[src/rtl/axi_dma_rd_buf.sv]
// DMA read buffer: DEPTH-word FIFO of AXI_DATA_WIDTH words (plus a last flag),
// followed by an output register that serialises each word into
// AXI_DATA_WIDTH/OUT_WIDTH lanes, least significant lane first.
// A word pushed while the FIFO and the output register are both empty is
// loaded straight into the output register, giving one cycle of latency.
// Optional feature macro: DMA_RD_BUF_OVF_EN (sticky overflow detection).
module axi_dma_rd_buf #(
  parameter int unsigned AXI_DATA_WIDTH = 128,
  parameter int unsigned OUT_WIDTH      = 8,
  parameter int unsigned DEPTH          = 32,
  parameter int unsigned BURST_LEN      = 8
) (
  input  logic                      aclk,
  input  logic                      areset,
  input  logic                      if_wr_push,
  input  logic [AXI_DATA_WIDTH-1:0] if_wr_data,
  input  logic                      st_last,
  output logic                      if_wr_ready,
  output logic                      if_wr_req,
  output logic [OUT_WIDTH-1:0]      m_axis_tdata,
  output logic                      m_axis_tvalid,
  input  logic                      m_axis_tready,
  output logic                      m_axis_tlast,
  output logic [$clog2(DEPTH):0]    level,
  output logic                      ovf
);

  localparam int unsigned RATIO = AXI_DATA_WIDTH / OUT_WIDTH;
  localparam int unsigned AW    = $clog2(DEPTH);
  localparam int unsigned PW    = AW + 1;
  localparam int unsigned LW    = (RATIO > 1) ? $clog2(RATIO) : 1;

  logic [AXI_DATA_WIDTH:0]   mem [DEPTH];
  logic [PW-1:0]             wr_ptr_q, rd_ptr_q;
  logic [AXI_DATA_WIDTH-1:0] word_q;
  logic                      last_q;
  logic [LW-1:0]             lane_q;
  logic                      valid_q;

  logic full, empty, lane_last, lane_done, out_free, load_fifo, bypass, wr_en, rd_en;
  logic [31:0] lane_base;

  assign empty = (wr_ptr_q == rd_ptr_q);
  assign full  = (wr_ptr_q[AW-1:0] == rd_ptr_q[AW-1:0]) && (wr_ptr_q[AW] != rd_ptr_q[AW]);
  assign level = wr_ptr_q - rd_ptr_q;

  assign if_wr_ready = ~full;
  assign if_wr_req   = (PW'(DEPTH) - level) >= PW'(BURST_LEN);

  // Output register frees up when empty or when its final lane leaves this cycle
  assign lane_last = (lane_q == LW'(RATIO - 1));
  assign lane_done = valid_q & m_axis_tready & lane_last;
  assign out_free  = ~valid_q | lane_done;
  assign load_fifo = ~empty & out_free;
  assign bypass    = empty & out_free & if_wr_push;
  assign rd_en     = load_fifo;
  assign wr_en     = if_wr_push & ~full & ~bypass;

  // FIFO storage write; contents need no reset since pointers gate visibility
  always_ff @(posedge aclk) begin
    if (wr_en) mem[wr_ptr_q[AW-1:0]] <= {st_last, if_wr_data};
  end

  // FIFO pointers
  always_ff @(posedge aclk or posedge areset) begin
    if (areset) begin
      wr_ptr_q <= '0;
      rd_ptr_q <= '0;
    end else begin
      if (wr_en) wr_ptr_q <= wr_ptr_q + PW'(1);
      if (rd_en) rd_ptr_q <= rd_ptr_q + PW'(1);
    end
  end

  // Output register: reload from FIFO head or bypass, else step through lanes
  always_ff @(posedge aclk or posedge areset) begin
    if (areset) begin
      word_q  <= '0;
      last_q  <= 1'b0;
      lane_q  <= '0;
      valid_q <= 1'b0;
    end else if (load_fifo) begin
      {last_q, word_q} <= mem[rd_ptr_q[AW-1:0]];
      lane_q           <= '0;
      valid_q          <= 1'b1;
    end else if (bypass) begin
      word_q  <= if_wr_data;
      last_q  <= st_last;
      lane_q  <= '0;
      valid_q <= 1'b1;
    end else if (lane_done) begin
      lane_q  <= '0;
      valid_q <= 1'b0;
    end else if (valid_q && m_axis_tready) begin
      lane_q <= lane_q + LW'(1);
    end
  end

  // Lane select and stream outputs
  always_comb begin
    lane_base     = 32'(lane_q) * OUT_WIDTH;
    m_axis_tdata  = word_q[lane_base +: OUT_WIDTH];
    m_axis_tvalid = valid_q;
    m_axis_tlast  = valid_q & last_q & lane_last;
  end

`ifdef DMA_RD_BUF_OVF_EN
  logic ovf_q;

  // Sticky overflow: any push attempted while full
  always_ff @(posedge aclk or posedge areset) begin
    if (areset) begin
      ovf_q <= 1'b0;
    end else if (if_wr_push && full) begin
      ovf_q <= 1'b1;
    end
  end

  assign ovf = ovf_q;
`else
  assign ovf = 1'b0;
`endif

endmodule

[config.mk]
export PLATFORM = sky130hd
export DESIGN_NAME = axi_dma_rd_buf
export DESIGN_NICKNAME = d
export VERILOG_FILES = /design/src/rtl/axi_dma_rd_buf.sv
export SDC_FILE = /design/constraint.sdc
export NUM_CORES = 2
export LEC_CHECK = 0
export CORE_AREA = 2 2 802 485
export CTS_CLUSTER_SIZE = 10
export DETAILED_ROUTE_END_ITERATION = 8
export DIE_AREA = 0 0 804 487
export PLACE_DENSITY = 0.56
export SKIP_LAST_GASP = 1
export SLEW_MARGIN = 40
export SYNTH_ARGS = -nofsm -noshare
export SYNTH_HDL_FRONTEND = slang
export SYNTH_MEMORY_MAX_BITS = 65536
export SYNTH_SLANG_ARGS = --single-unit
[constraint.sdc]
create_clock -name aclk -period 8 [get_ports aclk]
set_input_delay 0.8 -clock aclk [delete_from_list [all_inputs] [get_ports aclk]]
set_output_delay 0.8 -clock aclk [all_outputs]
set_load 0.005 [all_outputs]
==> impl_metrics.tcl <==
set metrics [dict create \
    syn-cell-area_sq_um 165000 \
    ys_async_sr_fraction_pct 3.42 \
    grt_max_degree 123 \
    die_x_um 804 \
    fin_worst_skew_ns 0.0744 \
    multi_input_area_sq_um 34700 \
    synth_top_area_share_pct 75.4 \
    pwr-share-comb_pct 21.8 \
    stdcell_count 13500 \
    p_sw_share_pct 28.7 \
    dp_hpwl_mm 265 \
    fin_ws_ns 2.48 \
    clkTransAtPathRegs_ns 0.06 \
    irDropWorstVdd_mv 0.247 \
    final_core_util_pct 48.7 \
    synth_seq_cells 4274 \
    drc 0 \
    slew_violations 0 \
    die-area_sq_um 392000 \
    cts_resized 0 \
    initial_utilization_pct 42.7 \
    vias_per_cell 6.19 \
    dpl_cell_area_sq_um 174000 \
    finalInstanceArea_sq_um 187000 \
    htreeDepth 5 \
    core_area_sq_um 385000 \
    clkPwrFrac_pct 32.3 \
    finalHoldViolCount 0 \
    synth_area_leaders "edfxtp_1 (75%), mux4_2 (13%), dfrtp_1 (2.2%)" \
    area_growth_pct 13.9 \
    worstSetupPathType "register to primary output" \
    grtUsageTotal_pct 23.7 \
    overflow 0 \
    end_kind "primary output" \
    total_power_mw 59.4 \
    grt_first_pass_wirelength_mm 657 \
    yosys_warnings 0 \
    clock_sinks 4274 \
    fin_setup_tns_ns 0 \
    final_common_cell "edfxtp_1" \
    wl_mm 470 \
    power.density_nw_per_um2 317 \
    synth_largest_area_cell "edfxtp_1" \
    post_cts_buffers 0 \
    wl_per_cell_um 34.8 \
    cts_tree "done" \
    post-route-period-util_pct 69.0 \
    syn-num-nets 7774 \
    rows 177 \
    status "finished clean" \
    path_max_fanout 30 \
    setup_viol 0 \
    ant_nets 0 \
    clk_path_buf_depth 4 \
    cts_hold_buf 0 \
    drt-initial-drc-count 12500 \
    first_global_vias 82700 \
    ys_types 67 \
    rsz0062_at_grt "false" \
    cp-start-kind "register" \
    critical_path_arrival_ns 4.72 \
    avgSynthCellArea_sq_um 21.6 \
    whs_ns 0.202 \
    cts-buffers-inserted 470 \
    seqPwrFrac_pct 45.9 \
    post-route-min-period_ns 5.52 \
    dp_slack_ns 2.93 \
    final_layout_size_suffix_gt1_share_pct 22.7 \
    drv_cap 0 \
    p_leak_nw 59.3 \
    antenna_found_initial 40 \
    place.gp.congestion 0.824 \
    fmax_ghz 0.181 \
    num_vias 83600 \
    die_h_um 487 \
    cts_root_buffer "clkbuf_16" \
    hold_class "input port to register" \
    power.net_switching_mw 17.0 \
    synth-seq-area-share_pct 77.6 \
    fillers 30900 \
    ios 152 \
    slew_headroom_pct 29.1 \
    synth_ff_type "edfxtp_1" \
    port-buffer-count 150 \
    internal_power_mw 42.3 \
    firstDrtPassIters 6 \
    clk_latency_ns 0.99 \
    layout_common_cells "edfxtp_1 (4128), mux4_2 (957), clkbuf_16 (470)" \
    dp_cells 12800 \
    synth_edf_count 4128 \
    cp_data_required_time_ns 7.20 \
    worst_pin_slew_ns 1.06 \
    syn_inst 7629 \
    regArea_sq_um 128000 \
    nets 8291 \
]
## kinds of logic after synthesis
| family | synth area share, % |
|---|---|
| buffers and inverters | 1.56 |
| DFF | 77.6 |
| muxes | 15.0 |
| AOI/OAI and AO/OA | 3.20 |
| xor gates and xnor gates | 0.0844 |
| other | 0.00228 |
| adders and majority gates | 0.0958 |
| and+or+nand+nor | 2.54 |
## sequential cells by signal, indices dropped and copies added, names as in the netlist
| name | cells |
|---|---|
| m_axis_tvalid | 1 |
| wr_ptr_q | 6 |
| last_q | 1 |
| lane_q | 4 |
| mem | 4128 |
| rd_ptr_q | 6 |
| word_q | 128 |
## cells in the mapped netlist (67+ instances only)
master and instances:
mux2i_1 278, mux4_2 957, nor4_1 75, o22ai_1 169, edfxtp_1 4128, clkbuf_1 203
a211o_1 76, nand2_1 427, a32o_1 76, buf_4 67, dfrtp_1 146, o21ai_0 93
nor2_1 102, buf_2 107, and3_1 83, nand3_1 113
## final timing paths
check,startpoint,end,slack [ns],cells past startpoint
min in group asynchronous,areset,word_q[2],0.41,2
setup reg to reg,rd_ptr_q[1],word_q[60],2.89,8
hold / removal,if_wr_data[16],mem[29][16],0.20,1
max in group asynchronous,areset,word_q[60],6.36,3
setup / recovery,lane_q[0],m_axis_tdata[0],2.48,6
hold reg to reg,word_q[54],word_q[54],0.49,1
## power by group through the flow
| stage | Combinational (mW) | Clock (mW) | Sequential, mW |
|---|---|---|---|
| detailed placement | 13.0 | 0 | 27.6 |
| floorplan | 8.55 | 0 | 27.3 |
| finish | 12.9 | 19.2 | 27.2 |
| global placement | 12.8 | 0 | 27.6 |
| global route | 13.7 | 20.4 | 27.3 |
| CTS | 13.0 | 19.5 | 27.2 |
## layout make-up
class                   instances  share of cell area [%]
diodes                          2                 0.00267
clock buffers                 713                    6.77
clock inverters                19                   0.162
inverters                      12                  0.0367
multi-input cells            2884                    18.5
flip-flops and latches       4274                    68.1
well taps                    5101                    3.41
repair buffers                504                    3.02
## critical path, cell delays in order, from the launching register on
cell and delay [ns]:
dfrtp_4 0.96, buf_4 0.70, mux2i_1 0.37, a221oi_1 0.57
o21ai_0 0.15, nand2_1 0.35, clkdlybuf4s50_1 0.58
## routing by layer
layer / track usage (%) / up-vias / share of wire, %
met5: 0 / - / 0.011
met4: 5.40 / 10 / 2.3
met3: 5.71 / 657 / 10
met2: 34.4 / 4392 / 44
met1: 36.4 / 45400 / 44
li1: - / 33200 / -
Power figures use the tool's default switching activity.
